### src/rtl/hc02_selftest.sv
// rtl/hc02_selftest.sv - built-in self-test sequencer for a quad 2-input NOR gate emulation
module hc02_selftest #(
    parameter int NUM_GATES = 4,
    parameter int SETTLE    = 3
) (
    input  logic                 clk,
    input  logic                 rst_n,
    input  logic                 start,
    input  logic                 abort,
    input  logic [NUM_GATES-1:0] gate_y,
    output logic [NUM_GATES-1:0] gate_a,
    output logic [NUM_GATES-1:0] gate_b,
    output logic                 busy,
    output logic                 done,
    output logic                 pass,
    output logic [NUM_GATES-1:0] fail_mask
);

    if (SETTLE < 2 || SETTLE > 15) begin : g_bad_settle
        $error("hc02_selftest: SETTLE must be in 2..15");
    end
    if (NUM_GATES < 1 || NUM_GATES > 8) begin : g_bad_gates
        $error("hc02_selftest: NUM_GATES must be in 1..8");
    end

    localparam logic [3:0] SETTLE_CNT = 4'(SETTLE);

    typedef enum logic [1:0] {IDLE, RUN, DONE} state_t;

    state_t               state;
    state_t               state_nxt;
    logic [1:0]           vec;
    logic [3:0]           cnt;
    logic [NUM_GATES-1:0] y_m;
    logic [NUM_GATES-1:0] y_s;
    logic                 cmp_valid;
    logic                 cmp_exp;
    logic [NUM_GATES-1:0] mism;
    logic [NUM_GATES-1:0] fail_acc;

    // The compare is taken one edge after the settle countdown expires, so the
    // synchronized sample it reads was launched by the vector being checked
    // rather than by the previous one. The last compare lands on the DONE edge
    // and is folded into pass combinationally.
    assign mism     = cmp_valid ? (y_s ^ {NUM_GATES{cmp_exp}}) : '0;
    assign fail_acc = fail_mask | mism;

    // Next-state logic for the IDLE -> RUN -> DONE sequence
    always_comb begin
        state_nxt = state;
        case (state)
            IDLE:    if (start) state_nxt = RUN;
            RUN: begin
                if (abort)                          state_nxt = IDLE;
                else if (cnt == 4'd0 && vec == 2'd3) state_nxt = DONE;
            end
            DONE:    state_nxt = IDLE;
            default: state_nxt = IDLE;
        endcase
    end

    // State register
    always_ff @(posedge clk or negedge rst_n) begin
        if (!rst_n) state <= IDLE;
        else        state <= state_nxt;
    end

    // Two-flop synchronizer on the asynchronous gate outputs
    always_ff @(posedge clk or negedge rst_n) begin
        if (!rst_n) begin
            y_m <= '0;
            y_s <= '0;
        end else begin
            y_m <= gate_y;
            y_s <= y_m;
        end
    end

    // Vector index, settle countdown and compare scheduling
    always_ff @(posedge clk or negedge rst_n) begin
        if (!rst_n) begin
            vec       <= 2'd0;
            cnt       <= 4'd0;
            cmp_valid <= 1'b0;
            cmp_exp   <= 1'b0;
        end else begin
            cmp_valid <= 1'b0;
            if (state == IDLE && start) begin
                vec <= 2'd0;
                cnt <= SETTLE_CNT;
            end else if (state == RUN && !abort) begin
                if (cnt == 4'd0) begin
                    cmp_valid <= 1'b1;
                    cmp_exp   <= (vec == 2'd0);
                    if (vec != 2'd3) begin
                        vec <= vec + 2'd1;
                        cnt <= SETTLE_CNT;
                    end
                end else begin
                    cnt <= cnt - 4'd1;
                end
            end
        end
    end

    // Result accumulation: cleared on an accepted start, held otherwise
    always_ff @(posedge clk or negedge rst_n) begin
        if (!rst_n) begin
            fail_mask <= '0;
            pass      <= 1'b0;
        end else if (state == IDLE && start) begin
            fail_mask <= '0;
            pass      <= 1'b0;
        end else begin
            fail_mask <= fail_acc;
            if (state == DONE)              pass <= (fail_acc == '0);
            else if (state == RUN && abort) pass <= 1'b0;
        end
    end

    // Registered pad drive and status outputs
    always_ff @(posedge clk or negedge rst_n) begin
        if (!rst_n) begin
            gate_a <= '0;
            gate_b <= '0;
            busy   <= 1'b0;
            done   <= 1'b0;
        end else begin
            gate_a <= (state == RUN) ? {NUM_GATES{vec[1]}} : '0;
            gate_b <= (state == RUN) ? {NUM_GATES{vec[0]}} : '0;
            busy   <= (state == RUN);
            done   <= (state == DONE);
        end
    end

endmodule

### config.mk
export PLATFORM = sky130hd
export DESIGN_NAME = hc02_selftest
export DESIGN_NICKNAME = d
export VERILOG_FILES = /design/src/rtl/hc02_selftest.sv
export SDC_FILE = /design/constraint.sdc
export NUM_CORES = 1
export LEC_CHECK = 0
export CAP_MARGIN = 20
export CORE_MARGIN = 4
export CORE_UTILIZATION = 53
export CTS_CLUSTER_SIZE = 24
export DETAILED_ROUTE_END_ITERATION = 16
export GPL_ROUTABILITY_DRIVEN = 0
export PLACE_DENSITY = 0.81
export SKIP_CTS_REPAIR_TIMING = 1
export SKIP_LAST_GASP = 1
export SLEW_MARGIN = 20
export SYNTH_ARGS = -nofsm -noshare
export SYNTH_HDL_FRONTEND = slang
export SYNTH_SLANG_ARGS = --single-unit
### constraint.sdc
create_clock -name clk -period 2.8 [get_ports clk]
set_clock_uncertainty 0.05 [all_clocks]
set_input_delay 0.56 -clock clk [delete_from_list [all_inputs] [get_ports clk]]
set_output_delay 0.56 -clock clk [all_outputs]
set_load 0.02 [all_outputs]
### After elaboration in Yosys (flattened, before gate mapping)

Index checks and enable logic that the tools add are counted.

| word-level totals | value |
|---|---|
| logic and storage cells | 64 |
| register bits | 33 |
| input bits | 8 |

| cells by class | value |
|---|---|
| add/subtract/negate cells | 2 |
| muxes and demuxes | 22 |
| reductions and logical operators | 17 |
| equal/unequal tests | 7 |
| bitwise logic cells | 3 |

Operator list:

| operator | count |
|---|---|
| $mux 4 | 8 |
| $mux 2 | 7 |
| $logic_not 4->1 | 2 |
| $mux 1 | 6 |
| $reduce_and 3->1 | 2 |
| $reduce_bool 2->1 | 3 |
| $eq 2x2->1 const B | 2 |
| $logic_and 1x1->1 | 4 |
| $logic_not 2->1 | 2 |
| $ne 2x2->1 const B | 2 |
| $or 4x4->4 | 1 |
| $pmux 2 s2 | 1 |
| $reduce_and 2->1 | 2 |
| $sub 4x1->4 const B | 1 |
| $xor 4x4->4 | 1 |
| $ne 3x2->1 const B | 1 |
| $ne 3x3->1 const B | 1 |
| $reduce_bool 3->1 | 1 |
| $add 2x1->2 const B | 1 |
| $eq 2x1->1 const B | 1 |
| $logic_not 1->1 | 1 |
| $not 1->1 | 1 |

### Logic depth before layout (Yosys ltp)

Gate-level depths: netlist of the first run.

| depth | value |
|---|---|
| word-level depth | 6 |
| depth in mapped cells | 5 |

### Least setup slack after synthesis of the first run

Ideal clock, no wire load.

| timing path | value |
|---|---|
| path kind | reg-to-reg |
| start | reg cnt[0] |
| end | reg vec[0] |
| required time | 2,625 ps |
| clock period less this slack | 1,832 ps |
| setup time | 125 ps |
| slack | 968 ps |
| stages on the path, launching flop included | 6 |
| data arrival time | 1,657 ps |
| cell sequence | dfrtp_1 inv_1 ha_1 or3b_2 nor3_1 mux2_2 |

| between the ends | value |
|---|---|
| longest elaborated chain between the ends | 3 |

Ends and longest elaborated chain:

| item | line | RTL |
|---|---|---|
| from (decl) | 33 | `logic [3:0] cnt;` |
| from (signal assigned) | 100 | `cnt <= cnt - 4'd1;` |
| $logic_not 4->1 | 92 | `if (cnt == 4'd0) begin` |
| $reduce_bool 2->1 (no line) | - |  |
| $reduce_and 3->1 (no line) | - |  |
| to (signal assigned) | 96 | `vec <= vec + 2'd1;` |
| to (decl) | 32 | `logic [1:0] vec;` |

Every way passes these cells.
A chain may end at the register's enable or synchronous reset.

### Worst setup path in the final report of the first run

Ends and elaborated chain as after synthesis.

==> impl_metrics.yaml, run 1 <==
floorplanning:
  floorplan.initialDensity_pct: 56.56
  die-area_sq_um: 2940
  die-height_um: 54.22
  pin_count: 23
  placement_rows: 16
  core_region_area_sq_um: 2002
  floorplan.die.width_um: 54.22
worst_hold_path:
  worstHoldPathType: "flip-flop to flip-flop"
  worst_hold_path.num_cells: 0
routing:
  detail_route.drc_violations: 0
  wire_per_inst_um: 12.28
  drt-vias-per-instance: 5.255
  drt.antenna.violating_nets: 0
  drtPass1Iterations: 4
  dr.first_iter.drc_count: 10
  drt-total-wl_um: 1732
  vias: 741
power:
  p_total_mw: 0.8159
  pwr-share-clk_pct: 20.8
  intPower_mw: 0.5722
  leakagePower_nw: 0.6286
  p_comb_share_pct: 21.0
  pwr-share-seq_pct: 58.2
  sw_power_mw: 0.2437
  switching_share_pct: 29.86
  powerDensity_nw_per_um2: 591.7
  vdd.ir_drop.worst_mv: 0.3623
worst_setup_path:
  worst_setup_path_start_kind: "flip-flop"
  setup.worst_path.class: "flip-flop to flip-flop"
  setup.worst_path.end_class: "flip-flop"
  ff2ff_path_depth: 5
  required_ns: 2.99
  reg2reg_setup_slack_ns: 0.79
  arrival_time_reported_for_the_critical_path_endpoint_ns: 2.19
  path_max_fanout: 5
timing:
  fin_hold_viols: 0
  slew_violations: 0
  tns_ns: 0
  min_period_ns: 2.008
  relSlewSlack_pct: 72.29
  worst-slew-pin-transition_ns: 0.4148
  grt_setup_unrepaired: "no"
  final.period_utilization_pct: 71.70
  clock.fmax_ghz: 0.4981
  setup_violations: 0
run_status:
  status: "finished clean"
clocking:
  insertion_delay_ns: 0.33
  cts_tree: "yes"
  cts_sink_count: 27
  ctsHtreeMaxLevel: 1
  clk_pin_slew_ns: 0.14
  ctsRootBufferMaster: "clkbuf_4"
  tritoncts.num_buffers: 3
  max-clock-path-buffers: 2
logic_synthesis:
  synth.avg_cell_area_sq_um: 12.05
  number_of_distinct_standard_cells_referenced_by_the_synthesized_netlist: 30
  synth_top_cell_by_area: "dfrtp_1"
  synthesis.nets: 106
  synth.area.top_cells: "dfrtp_1, ha_1, buf_4"
  yosysSeqAreaShare_pct: 59.67
  synth_largest_type_area_fraction_pct: 59.67
  yosys_warnings: 0
  postSynthCellCount: 94
  ys_seq_elements: 27
  mappedNetlistArea_sq_um: 1132
grt:
  track_usage_pct: 14.80
  wire_length_of_the_first_global_routing_pass_um: 3063
  pin_count_of_the_biggest_net_entering_global_routing: 28
  number_of_antenna_violations_at_the_first_check_in_global_routing: 0
  globalRoute.totalOverflow: 0
  grt_pass1_vias: 755
layout:
  syn2layout_area_growth_pct: 21.77
  n_antenna_cell: 0
  num-fill-cells: 153
  drive_above_1_share_pct: 10.53
  finalNetCount: 127
placed_design:
  buffer_ports.inserted: 22
  detailedPlacementHpwl_um: 1339
flow_run:
  drv.max_cap_violation_count: 0
## flip-flops by register name, indices dropped and copies added, names as in the netlist
signal and flops:
busy 1, cmp_exp 1, cmp_valid 1, cnt 4, done 1, fail_mask 4, gate_a 1, gate_b 1
pass 1, state 2, vec 2, y_m 4, y_s 4
## layout make-up
cell class	count	area [sq um]	share of cell area, %
Timing Repair Buffer	24	235.2	17.06
Multi-Input combinational cell	54	385.4	27.95
Clock inverter	1	7.507	0.5445
Inverter	5	18.77	1.361
Sequential cell	27	675.6	49.00
Tap cell	27	33.78	2.450
Clock buffer	3	22.52	1.633
## metal layers
metal | vias to the layer above | GRT usage, % | part of all wire, %
li1 | 359 | - | -
met1 | 355 | 15.95 | 41
met2 | 22 | 25.90 | 49
met3 | 5 | 2.725 | 7.0
met4 | 0 | 10.37 | 2.7
met5 | - | 0 | 0
## worst max-delay path, cell delays in order, from the launching register on
cell and delay [ns]:
dfrtp_1 0.45, inv_1 0.10, ha_1 0.17, or3b_2 0.50, nor3_1 0.27, mux2_2 0.38
## layout by cell type (no fill, tap or decap)
cell type and instances:
a21o_1 1, a21oi_1 7, a32o_1 1, and2_1 2
and2b_1 1, and3_1 1, buf_4 2, clkbuf_4 3
clkdlybuf4s50_1 22, clkinvlp_4 1, dfrtp_1 27, ha_1 4
inv_1 5, mux2_2 3, mux2i_1 1, nand2b_1 1
nand3_1 2, nand4_1 1, nand4b_1 1, nor2_1 8
nor2b_1 1, nor3_1 3, nor3b_1 3, nor4b_1 1
o21ai_0 1, o31a_1 1, o41ai_1 1, or2_2 1
or3b_2 1, or3b_4 1, or4_1 2, xor2_1 4
## cell usage after synthesis
cell	instances
a21o_1	1
a21oi_1	7
a32o_1	1
and2_1	2
and2b_1	1
and3_1	1
buf_4	6
clkbuf_1	2
dfrtp_1	27
ha_1	4
inv_1	5
mux2_2	3
mux2i_1	1
nand2b_1	1
nand3_1	2
nand4_1	1
nand4b_1	1
nor2_1	8
nor2b_1	1
nor3_1	3
nor3b_1	3
nor4b_1	1
o21ai_0	1
o31a_1	1
o41ai_1	1
or2_2	1
or3b_2	1
or3b_4	1
or4_1	2
xor2_1	4
## per-stage QoR
| stage | worst slack [ns] | util (%) | instance area (sq um) | hold WS (ns) | std cells |
|---|---|---|---|---|---|
| 2_1_floorplan | 0.9679 | - | 1132 | 0.2144 | 94 |
| 3_3_place_gp | 0.5667 | 67.38 | 1349 | 0.2818 | 137 |
| 3_5_place_dp | 0.5204 | 67.38 | 1349 | 0.2847 | 137 |
| 4_1_cts | 0.8040 | 68.88 | 1379 | 0.3165 | 141 |
| 5_1_grt | 0.7042 | 68.88 | 1379 | 0.3237 | 141 |
| 6_report | 0.7924 | 68.88 | 1379 | 0.3142 | 141 |
## cells by family after synthesis
family                     share of synthesized area (%)
xor gates and xnor gates                           3.094
buffers and inverters                              6.298
muxes                                              3.867
adders and majority gates                          4.420
AOI/OAI and AO/OA                                  6.630
DFF                                                59.67
and+or+nand+nor                                    16.02
## power by group through the flow
stage	clock, mW	combinational, mW	sequential [mW]
6_report	0.170	0.171	0.475
5_1_grt	0.189	0.197	0.484
4_1_cts	0.175	0.174	0.475
3_5_place_dp	0	0.173	0.482
3_3_place_gp	0	0.166	0.480
2_1_floorplan	0	0.121	0.472
## final timing paths
check | startpoint | to
max in group asynchronous | rst_n | y_s[2]
worst min register to register | y_m[0] | y_s[0]
worst max register to register | cnt[0] | vec[0]
min in group asynchronous | rst_n | gate_b[2]
worst max-delay path | cnt[0] | vec[0]
worst min-delay path | y_m[0] | y_s[0]
Power figures use the tool's default switching activity.
==> run 2, diff against run 1 <==
--- a/config.mk
+++ b/config.mk
@@ -6,12 +6,13 @@
 export NUM_CORES = 1
 export LEC_CHECK = 0
 export CAP_MARGIN = 20
+export CORE_ASPECT_RATIO = 1.75
 export CORE_MARGIN = 4
-export CORE_UTILIZATION = 53
+export CORE_UTILIZATION = 49
 export CTS_CLUSTER_SIZE = 24
 export DETAILED_ROUTE_END_ITERATION = 16
 export GPL_ROUTABILITY_DRIVEN = 0
-export PLACE_DENSITY = 0.81
+export PLACE_DENSITY = 0.76
 export SKIP_CTS_REPAIR_TIMING = 1
 export SKIP_LAST_GASP = 1
 export SLEW_MARGIN = 20
==> constraint.sdc (replaced) <==
create_clock -name clk -period 2 [get_ports clk]
set_clock_uncertainty 0.05 [all_clocks]
set_input_delay 0.4 -clock clk [delete_from_list [all_inputs] [get_ports clk]]
set_output_delay 0.4 -clock clk [all_outputs]
set_load 0.02 [all_outputs]
==> impl_metrics.yaml, run 2 (synthesis gave the netlist of run 1 again) <==
routing:
  drtPass1Iterations: 4
  detail_route.drc_violations: 0
  drt.antenna.violating_nets: 0
  dr.first_iter.drc_count: 18
  drt-total-wl_um: 1994
  drt-vias-per-instance: 5.482
  vias: 773
  wire_per_inst_um: 14.14
timing:
  worst-slew-pin-transition_ns: 0.3939
  min_period_ns: 1.875
  finalWorstSetupSlack_ns: 0.1251
  final.period_utilization_pct: 93.74
  fin_hold_viols: 0
  slew_violations: 0
  relSlewSlack_pct: 73.69
  clock.fmax_ghz: 0.5334
  grt_setup_unrepaired: "no"
  tns_ns: 0
  setup_violations: 0
clocking:
  clk_pin_slew_ns: 0.15
  ctsRootBufferMaster: "clkbuf_4"
  ctsHtreeMaxLevel: 1
  insertion_delay_ns: 0.33
  tritoncts.num_buffers: 3
  cts_tree: "yes"
  max-clock-path-buffers: 2
  cts_sink_count: 27
layout:
  post_layout_nonfiller_instances: 141
  drive_above_1_share_pct: 13.68
  most_common_cell_after_layout_fill_and_taps_aside: "dfrtp_1"
  syn2layout_area_growth_pct: 23.87
  seq_area_sq_um: 675.6
  area_of_the_multi_input_gates_sq_um: 390.4
  finalNetCount: 130
  n_antenna_cell: 0
  num-fill-cells: 173
  commonest_cells_after_routing_fill_and_taps_aside: "dfrtp_1, clkdlybuf4s50_1, nor2_1, a21oi_1"
grt:
  track_usage_pct: 14.17
  pin_count_of_the_biggest_net_entering_global_routing: 28
  globalRoute.totalOverflow: 0
  wire_length_of_the_first_global_routing_pass_um: 3346
  number_of_antenna_violations_at_the_first_check_in_global_routing: 0
  grt_pass1_vias: 770
worst_setup_path:
  required_ns: 2.17
  path_cells: "inv_1, ha_1, or3b_2, nor3_2, mux2_2"
  worst_setup_path_start_kind: "flip-flop"
  path_max_fanout: 4
  arrival_time_reported_for_the_critical_path_endpoint_ns: 2.05
  max_stage_delay_ns: 0.51
  setup.worst_path.end_class: "flip-flop"
  path_delay_family: "simple AND/OR/NAND/NOR gates"
  setup.worst_path.class: "flip-flop to flip-flop"
  critical-path-slowest-cell: "or3b_2"
  timing.critical_path.buf_inv: 1
placed_design:
  pre_cts_ws_ns: -0.07836
  detailedPlacementHpwl_um: 1501
  buffer_ports.inserted: 22
  dpl.cell_count: 137
floorplanning:
  floorplan.initialDensity_pct: 52.74
  core_region_area_sq_um: 2147
  die-area_sq_um: 3174
  pin_count: 23
  floorplan.die.width_um: 44.34
  die-height_um: 71.59
  placement_rows: 22
power:
  powerDensity_nw_per_um2: 828.5
  vdd.ir_drop.worst_mv: 0.6023
  leakagePower_nw: 0.6436
flow_run:
  drv.max_cap_violation_count: 0
run_status:
  status: "finished clean"
worst_hold_path:
  worstHoldPathType: "flip-flop to flip-flop"
-- run 2: changes by cell type in the layout (fill, tap and decap cells not counted) --
cell | before | now
nor3_2 | 0 | 1
nor3_1 | 3 | 2
buf_4 | 2 | 5
-- run 2: layout make-up --
type	count	area share, %
flip-flops and latches	27	48.17
multi-input cells	54	27.83
repair buffers	27	18.38
well taps	24	2.141
clock buffers	3	1.606
inverters	5	1.338
clock inverters	1	0.5352
-- run 2: stage by stage --
| step | instance area [sq um] | util [%] | hold WS, ns | power [mW] |
|---|---|---|---|---|
| 2_1_floorplan | 1132 | - | 0.05441 | 0.8299 |
| 3_3_place_gp | 1368 | 63.69 | 0.2813 | 0.9177 |
| 3_5_place_dp | 1368 | 63.69 | 0.2857 | 0.9377 |
| 4_1_cts | 1398 | 65.09 | 0.3201 | 1.171 |
| 5_1_grt | 1403 | 65.33 | 0.3376 | 1.244 |
| 6_report | 1403 | 65.33 | 0.3173 | 1.162 |
-- run 2: power by group --
group          internal (mW)  switching (mW)  leakage (nW)
Combinational          0.135           0.128         0.285
Clock                 0.0765           0.160        0.0139
Sequential             0.601          0.0613         0.345
-- run 2: worst paths after layout --
check	to	cells after the start	startpoint	slack, ns
worst min-delay path	y_s[2]	0	y_m[2]	0.32
worst max-delay path	vec[0]	5	cnt[1]	0.13
max in group asynchronous	gate_b[2]	2	rst_n	1.27
worst max register to register	vec[0]	5	cnt[1]	0.13
min in group asynchronous	done	2	rst_n	0.38
worst min register to register	y_s[2]	0	y_m[2]	0.32
-- run 2: worst reg2reg max path, stage by stage (launching register included) --
cell and delay, ns:
dfrtp_1 0.44, inv_1 0.09, ha_1 0.15, or3b_2 0.51, nor3_2 0.19, mux2_2 0.36
-- run 2: layer usage --
| metal | vias to the layer above | routed length, um | global-route usage (%) |
|---|---|---|---|
| li1 | 361 | - | - |
| met1 | 378 | 803 | 16.42 |
| met2 | 28 | 1037 | 23.05 |
| met3 | 6 | 105 | 3.518 |
| met4 | 0 | 47 | 8.054 |
| met5 | - | 0 | 0 |
